`src/rtl/mult_seq_ctrl.sv`:
```
// Multi-cycle signed shift-add multiply sequencer for the EX-stage mult op; stalls the pipeline
// and writes the 2W-bit product into HI/LO. Optional MULT_EARLY_TERM_EN stops RUN once mplier empties.
module mult_seq_ctrl #(
  parameter int unsigned W         = 32,
  parameter logic [3:0]  MULT_CODE = 4'b0011
) (
  input  logic         clk_i,
  input  logic         rst_i,
  input  logic         valid_i,
  input  logic [3:0]   alu_ctrl_i,
  input  logic         is_jr_i,
  input  logic         flush_i,
  input  logic [W-1:0] src1_i,
  input  logic [W-1:0] src2_i,
  output logic         stall_o,
  output logic         busy_o,
  output logic         done_o,
  output logic [W-1:0] result_hi_o,
  output logic [W-1:0] result_lo_o
);

  localparam int unsigned CntW = (W > 1) ? $clog2(W) : 1;

  localparam logic [1:0] StIdle = 2'd0;
  localparam logic [1:0] StRun  = 2'd1;
  localparam logic [1:0] StFix  = 2'd2;
  localparam logic [1:0] StDone = 2'd3;

  logic [1:0]      state_q, state_d;
  logic [2*W-1:0]  mcand_q, mcand_d;
  logic [W-1:0]    mplier_q, mplier_d;
  logic [2*W-1:0]  acc_q, acc_d;
  logic [CntW-1:0] cnt_q, cnt_d;
  logic            sign_q, sign_d;
  logic [W-1:0]    hi_q, hi_d;
  logic [W-1:0]    lo_q, lo_d;

  logic            start;
  logic [W-1:0]    abs1, abs2;
  logic [2*W-1:0]  prod;

  assign start = valid_i & (alu_ctrl_i == MULT_CODE) & ~is_jr_i & ~flush_i;

  // Magnitudes as unsigned; the most negative value maps onto itself, which is correct unsigned.
  assign abs1 = src1_i[W-1] ? -src1_i : src1_i;
  assign abs2 = src2_i[W-1] ? -src2_i : src2_i;

  always_comb begin
    state_d  = state_q;
    mcand_d  = mcand_q;
    mplier_d = mplier_q;
    acc_d    = acc_q;
    cnt_d    = cnt_q;
    sign_d   = sign_q;
    hi_d     = hi_q;
    lo_d     = lo_q;
    prod     = '0;
    if (flush_i) begin
      state_d = StIdle;
    end else begin
      case (state_q)
        StIdle: begin
          if (start) begin
            mcand_d  = {{W{1'b0}}, abs1};
            mplier_d = abs2;
            sign_d   = src1_i[W-1] ^ src2_i[W-1];
            acc_d    = '0;
            cnt_d    = CntW'(W - 1);
            state_d  = StRun;
          end
        end
        StRun: begin
          if (mplier_q[0]) acc_d = acc_q + mcand_q;
          mcand_d  = mcand_q << 1;
          mplier_d = mplier_q >> 1;
`ifdef MULT_EARLY_TERM_EN
          if ((cnt_q == '0) || (mplier_d == '0)) begin
`else
          if (cnt_q == '0) begin
`endif
            state_d = StFix;
          end else begin
            cnt_d = cnt_q - CntW'(1);
          end
        end
        StFix: begin
          prod    = sign_q ? -acc_q : acc_q;
          hi_d    = prod[2*W-1:W];
          lo_d    = prod[W-1:0];
          state_d = StDone;
        end
        default: state_d = StIdle;
      endcase
    end
  end

  always_ff @(posedge clk_i or negedge rst_i) begin
    if (!rst_i) begin
      state_q  <= StIdle;
      mcand_q  <= '0;
      mplier_q <= '0;
      acc_q    <= '0;
      cnt_q    <= '0;
      sign_q   <= 1'b0;
      hi_q     <= '0;
      lo_q     <= '0;
    end else begin
      state_q  <= state_d;
      mcand_q  <= mcand_d;
      mplier_q <= mplier_d;
      acc_q    <= acc_d;
      cnt_q    <= cnt_d;
      sign_q   <= sign_d;
      hi_q     <= hi_d;
      lo_q     <= lo_d;
    end
  end

  // Reset gating keeps stall low while reset is held even if a mult is presented.
  assign stall_o = rst_i & ~flush_i &
                   (((state_q == StIdle) & start) | (state_q == StRun) | (state_q == StFix));
  assign busy_o      = (state_q != StIdle);
  assign done_o      = (state_q == StDone) & ~flush_i;
  assign result_hi_o = hi_q;
  assign result_lo_o = lo_q;

endmodule
```
`config.mk`:
```
export PLATFORM = sky130hd
export DESIGN_NAME = mult_seq_ctrl
export DESIGN_NICKNAME = d
export VERILOG_FILES = /design/src/rtl/mult_seq_ctrl.sv
export SDC_FILE = /design/constraint.sdc
export NUM_CORES = 1
export LEC_CHECK = 0
export ABC_CLOCK_PERIOD_IN_PS = 2900
export BUFFER_PORTS_ARGS = -buffer_cell sky130_fd_sc_hd__buf_2
export CAP_MARGIN = 20
export CORE_ASPECT_RATIO = 0.7
export CORE_MARGIN = 8
export CORE_UTILIZATION = 50
export CTS_CLUSTER_SIZE = 24
export DETAILED_ROUTE_END_ITERATION = 6
export PLACE_DENSITY = 0.72
export SETUP_SLACK_MARGIN = 0.1
export SLEW_MARGIN = 40
export SYNTH_ARGS = -nofsm -noshare
export SYNTH_HDL_FRONTEND = slang
export SYNTH_SLANG_ARGS = --single-unit
export TNS_END_PERCENT = 50
```
`constraint.sdc`:
```
create_clock -name clk_i -period 2.9 [get_ports clk_i]
set_input_delay 0.29 -clock clk_i [delete_from_list [all_inputs] [get_ports clk_i]]
set_output_delay 0.29 -clock clk_i [all_outputs]
set_load 0.05 [all_outputs]
```
==> results of run 1 <==
==> Yosys cell counts, drive strengths merged (21+ instances only) <==
library cell / count / area, sq um
nand2: 290 / 1090
xor2: 115 / 1010
a22o: 36 / 315
o31ai: 33 / 263
nor2: 113 / 434
nand3: 21 / 115
or3: 22 / 154
inv: 41 / 154
clkbuf: 97 / 364
a21oi: 156 / 781
nand4: 30 / 188
or4: 24 / 195
o21ai: 260 / 1300
xnor2: 62 / 543
a21o: 35 / 263
ha: 72 / 901
dfrtp: 232 / 5810
==> per-stage QoR <==
step,utilization,instances
6_report,0.667,2646
3_5_place_dp,0.600,2568
5_1_grt,0.667,2646
3_3_place_gp,0.600,2568
2_1_floorplan,-,1850
4_1_cts,0.652,2636
==> registers in the layout (all words and copies together) (netlist names) <==
register     flops
result_hi_o     32
acc_q           64
cnt_q            5
state_q          2
sign_q           1
mplier_q        32
result_lo_o     32
mcand_q         64
==> logic make-up (layout without fill, tap and decap cells) <==
kind of cell / after synthesis / count (layout) / synth area share
fa+ha+maj: 73 / 73 / 0.0596
mux: 7 / 7 / 0.00454
flops: 232 / 232 / 0.376
simple gates: 595 / 595 / 0.181
xor+xnor: 177 / 177 / 0.100
buf+inv: 143 / 519 / 0.0348
compound gates: 623 / 623 / 0.244
==> timing repair <==
action	4_1_cts	5_1_grt
buffers inserted	24	13
hold endpoints to repair	59	0
hold buffers	1	0
pin swaps	54	50
endpoints found under the setup margin	64	69
resized for setup	127	95
==> worst register-to-register path: cells and delay by family, from the launching register on <==
kind / cells / cell delay, ns
AND/OR/NAND/NOR: 7 / 2.13
flip-flops: 1 / 0.39
AO/OA/AOI/OAI: 2 / 0.36
XOR/XNOR: 1 / 0.20
==> routing by layer <==
metal	up-vias	share of wire	global-route usage
met1	7433	0.46	0.391
met2	557	0.44	0.407
met4	0	0.022	0.0653
met3	88	0.080	0.0508
li1	7335	-	-
met5	-	0	0
==> report_power, final <==
part | leakage (nW) | total (W) | switching [W] | internal, W
combinational | 6.28 | 0.00461 | 0.00257 | 0.00204
sequential | 3.14 | 0.00416 | 0.000424 | 0.00373
clock | 0.407 | 0.00332 | 0.00139 | 0.00193
total | 9.83 | 0.0121 | 0.00439 | 0.00770
==> worst max-delay path by stage <==
stage	startpoint	end	slack [ns]	depth (start not counted)
after floorplan	acc_q[2]$_DFFE_PN0P_	result_hi_o[30]$_DFFE_PN0P_	-0.06	9
final	acc_q[8]$_DFFE_PN0P_	result_hi_o[29]$_DFFE_PN0P_	-0.30	10
after CTS	acc_q[8]$_DFFE_PN0P_	result_hi_o[29]$_DFFE_PN0P_	-0.28	10
after global placement	acc_q[8]$_DFFE_PN0P_	result_hi_o[13]$_DFFE_PN0P_	-0.31	10
after global routing	acc_q[8]$_DFFE_PN0P_	result_hi_o[27]$_DFFE_PN0P_	-0.40	11
after detailed placement	acc_q[0]$_DFFE_PN0P_	acc_q[62]$_DFFE_PN0P_	-0.36	13
==> layout make-up <==
class,count,area (sq um),area share
clock buffers,36,737,0.0358
clock inverters,7,87.6,0.00426
inverters,41,154,0.00748
multi-input cells,1475,10200,0.495
flip-flops and latches,232,5810,0.283
well taps,420,526,0.0256
repair buffers,435,3070,0.149
==> impl_metrics.toml, run 1 <==
[status]
status = "complete, but fails checks"
violations = "negative setup slack"

[critical_path]
cp-end-kind = "flop"
crit_chain = "or4_4, nor4_4, nand3_2, or3_4, or4_4, nor2_4, nand3_4, o41ai_2, xor2_1, o21ai_1"
rr_worst_depth = 10
crit_top_cell = "or4_4"
cpPeakStageDelay_ns = 0.56
critPathKind = "reg -> reg"
critical-path-top-delay-family = "simple AND/OR/NAND/NOR gates"
worstPathArrival_ns = 3.62
r2r-start = "acc_q[8]$_DFFE_PN0P_"
reg2reg_to = "result_hi_o[29]$_DFFE_PN0P_"
crit_path_max_fanout = 3
r2r_slack_ns = -0.30
cp_num_buf_inv = 0
cp_slowest_cell = "or4_4"
cp.required_ns = 3.33
critPathLaunchType = "flop"

[cts]
cts_max_level = 1
cts-root-buf = "clkbuf_16"
clock_latency_ns = 0.56
clk_pin_slew_ns = 0.07
cts_made_buffers = 25
tritoncts = "built"
cts.path.max_buffers = 3
clock_sinks = 232

[final_layout]
layout_commonest_cell = "nand2_1"
fillCellCount = 2581
antennaDiodeCount = 0
final_cell_mix = "283 x nand2_1, 277 x buf_4, 229 x dfrtp_1"
postLayoutCellArea_sq_um = 20600
drive_above_1_share = 0.295
syn_to_final_growth_pct = 33.1
nets = 2356

[sta]
period_minus_slack_ns = 3.20
finalSetupViolCount = 28
relSlewSlack = 0.502
fmax_mhz = 313
fin_setup_tns_ns = -4.62
skew_ns = 0.0210
period_share = 1.10
rsz0062_at_grt = "true"
setup_slack_ns = -0.296
finalHoldViolations = 0
drv_slew = 0
worstMarginPinSlew_ns = 0.737
worst_hold_slack_ns = 0.0370

[synth]
synthArstFlopShare = 1.00
synth_edf_count = 0
yosysUniqueCellTypes = 66
yosys_warnings = 0
ys_seq_area_frac = 0.376
syn_nets = 1996
synth_ff_type = "dfrtp_1"
synth_cells = 1850
synth.avg_cell_area_sq_um = 8.35
ys_seq_elements = 232
netlist_area_sq_um = 15400

[routing]
wl_per_cell_um = 19.1
drcViolationCount = 0
drt-initial-drc-count = 1318
routed_wl_um = 50600
routed_via_density = 5.83
postRouteAntennaNets = 0
firstDrtPassIters = 5
vias = 15400

[global_route]
grt_pass1_vias = 15100
grt_overflow_total = 0
grt_pass1_wl_um = 80800
grt_util_all_layers = 0.268
antenna_found_initial = 0
grt_max_degree = 124

[worst_hold_path]
whs_path_depth = 3
hold_path_class = "in -> reg"
hp-start = "src2_i[30]"
holdPathEnd = "mplier_q[31]$_DFFE_PN0P_"

[placement]
dp_slack_ns = -0.362
numPortBuffers = 139
dp_hpwl_um = 36800
placed_cell_area_sq_um = 18500
finalWeightedCongestion = 0.959

[power_and_ir_drop]
peakVddDrop_mv = 0.630
power_density_nw_per_um2 = 588
p_leak_nw = 9.83
power_w = 0.0121

[floorplan]
start_util = 0.501
dieHeight_um = 163
die_w_um = 226
die-area_sq_um = 36900
ios = 140
rows = 54
core_sq_um = 30800

[run]
drv_cap = 0
(Power assumes the default switching activity.)
==> inputs of run 2 (changes only) <==
--- a/config.mk
+++ b/config.mk
@@ -9,8 +9,9 @@
 export BUFFER_PORTS_ARGS = -buffer_cell sky130_fd_sc_hd__buf_2
 export CAP_MARGIN = 20
 export CORE_ASPECT_RATIO = 0.7
-export CORE_MARGIN = 8
+export CORE_MARGIN = 4
 export CORE_UTILIZATION = 50
+export CTS_BUF_LIST = sky130_fd_sc_hd__clkbuf_8
 export CTS_CLUSTER_SIZE = 24
 export DETAILED_ROUTE_END_ITERATION = 6
 export PLACE_DENSITY = 0.72
==> impl_metrics.toml, run 2 (same netlist as run 1, synthesis figures left out) <==
[final_layout]
drive_above_1_share = 0.298
top_regs = "acc_q x64, mcand_q x64"
nets = 2377
syn_to_final_growth_pct = 33.4
multi_input_area_sq_um = 10200
final_cell_mix = "281 x nand2_1, 272 x buf_4, 231 x dfrtp_1"
fillCellCount = 2423
antennaDiodeCount = 0
ff_latch_area_sq_um = 5810
postLayoutCellArea_sq_um = 20600
layout_commonest_cell = "nand2_1"

[global_route]
grt_util_all_layers = 0.280
antenna_found_initial = 0
grt_max_degree = 125
grt_overflow_total = 0
grt_pass1_wl_um = 78100
grt_pass1_vias = 15000

[status]
status = "complete, but fails checks"
violations = "negative setup slack"

[critical_path]
cp_slowest_cell = "or4_4"
crit_path_max_fanout = 3
cp.required_ns = 3.35
worstPathArrival_ns = 3.69
cp-end-kind = "flop"
critPathKind = "reg -> reg"
r2r-start = "acc_q[8]$_DFFE_PN0P_"
r2r_slack_ns = -0.34
critPathLaunchType = "flop"
crit_top_cell = "or4_4"
reg2reg_to = "result_hi_o[25]$_DFFE_PN0P_"
crit_chain = "or4_4, nor4_4, buf_4, nand3_2, or3_4, or4_4, nor2_4, nand3_4, o31ai_4, xor2_1, o21ai_1"
cpPeakStageDelay_ns = 0.56
rr_worst_depth = 11

[routing]
drcViolationCount = 0
postRouteAntennaNets = 0
routed_via_density = 5.83
vias = 15600
wl_per_cell_um = 18.4
firstDrtPassIters = 7
routed_wl_um = 49200
drt-initial-drc-count = 1317

[cts]
tritoncts = "built"
cts.path.max_buffers = 3
cts_max_level = 2
cts_made_buffers = 40
clock_latency_ns = 0.58
clock_sinks = 232
clk_pin_slew_ns = 0.07
cts-root-buf = "clkbuf_8"

[worst_hold_path]
hold_path_class = "in -> reg"
hp-start = "src1_i[0]"
holdPathEnd = "mcand_q[0]$_DFFE_PN0P_"
whs_path_depth = 3

[power_and_ir_drop]
p_leak_nw = 9.96
power_density_nw_per_um2 = 577
peakVddDrop_mv = 0.410

[floorplan]
start_util = 0.511
dieHeight_um = 155
core_sq_um = 30200
die_w_um = 218
ios = 140
die-area_sq_um = 33800
rows = 53

[sta]
period_minus_slack_ns = 3.24
finalHoldViolations = 0
relSlewSlack = 0.495
worst_hold_slack_ns = 0.0419
fmax_mhz = 309
worstMarginPinSlew_ns = 0.755
skew_ns = 0.0176
drv_slew = 0
period_share = 1.12
setup_slack_ns = -0.337
finalSetupViolCount = 33
rsz0062_at_grt = "true"

[placement]
placed_cell_area_sq_um = 18400
numPortBuffers = 139
finalWeightedCongestion = 0.956
dp_hpwl_um = 35200

[run]
drv_cap = 0
run 2: worst max-delay path by stage:
stage	start	to	slack [ns]	cells past startpoint
after floorplan	acc_q[2]$_DFFE_PN0P_	result_hi_o[30]$_DFFE_PN0P_	-0.06	9
after global placement	acc_q[0]$_DFFE_PN0P_	acc_q[44]$_DFFE_PN0P_	-0.33	15
after detailed placement	acc_q[0]$_DFFE_PN0P_	acc_q[62]$_DFFE_PN0P_	-0.37	14
after CTS	acc_q[4]$_DFFE_PN0P_	result_hi_o[26]$_DFFE_PN0P_	-0.30	9
after global routing	acc_q[15]$_DFFE_PN0P_	result_hi_o[29]$_DFFE_PN0P_	-0.43	11
final	acc_q[8]$_DFFE_PN0P_	result_hi_o[25]$_DFFE_PN0P_	-0.34	11
run 2: worst max-delay path, delay by kind of cell (launching register included):
family                    cells  cell delay [ns]
xor gates and xnor gates      1             0.21
DFF                           1             0.40
and+or+nand+nor               7             2.02
buffers and inverters         1             0.18
AOI/OAI and AO/OA             2             0.28
run 2: repair_timing:
item / CTS / global route
gates resized for setup: 101 / 135
hold endpoints to repair: 32 / 0
setup buffers: 28 / 12
setup endpoints to repair: 63 / 74
hold buffers: 3 / 0
pin swaps: 54 / 58
run 2: metal layers:
layer / part of all wire / up-vias / track usage
li1: - / 7376 / -
met1: 0.46 / 7526 / 0.422
met2: 0.44 / 606 / 0.422
met3: 0.074 / 81 / 0.0482
met4: 0.018 / 0 / 0.0635
met5: 0 / - / 0
run 2: layout make-up:
type | count | share of cell area
multi-input combinational | 1475 | 0.494
sequential | 232 | 0.282
timing repair buffer | 441 | 0.153
clock buffer | 50 | 0.0334
tap | 412 | 0.0250
inverter | 41 | 0.00747
clock inverter | 22 | 0.00613
run 2: power breakdown:
group | leakage (nW) | internal (W) | total (W) | switching (W)
Sequential | 3.14 | 0.00373 | 0.00417 | 0.000438
Clock | 0.464 | 0.00165 | 0.00309 | 0.00145
Combinational | 6.35 | 0.00202 | 0.00461 | 0.00259
Total | 9.96 | 0.00741 | 0.0119 | 0.00448
run 2: metrics by stage:
stage / worst slack, ns / instances / setup TNS [ns] / utilization / total power [W]
final: -0.337 / 2673 / -5.41 / 0.681 / 0.0119
after CTS: -0.303 / 2661 / -5.98 / 0.659 / 0.0116
after detailed placement: -0.374 / 2558 / -9.96 / 0.610 / 0.00816
after floorplan: -0.0614 / 1850 / -0.314 / - / 0.00639
after global placement: -0.333 / 2558 / -8.27 / 0.610 / 0.00805
after global routing: -0.430 / 2673 / -10.14 / 0.681 / 0.0126
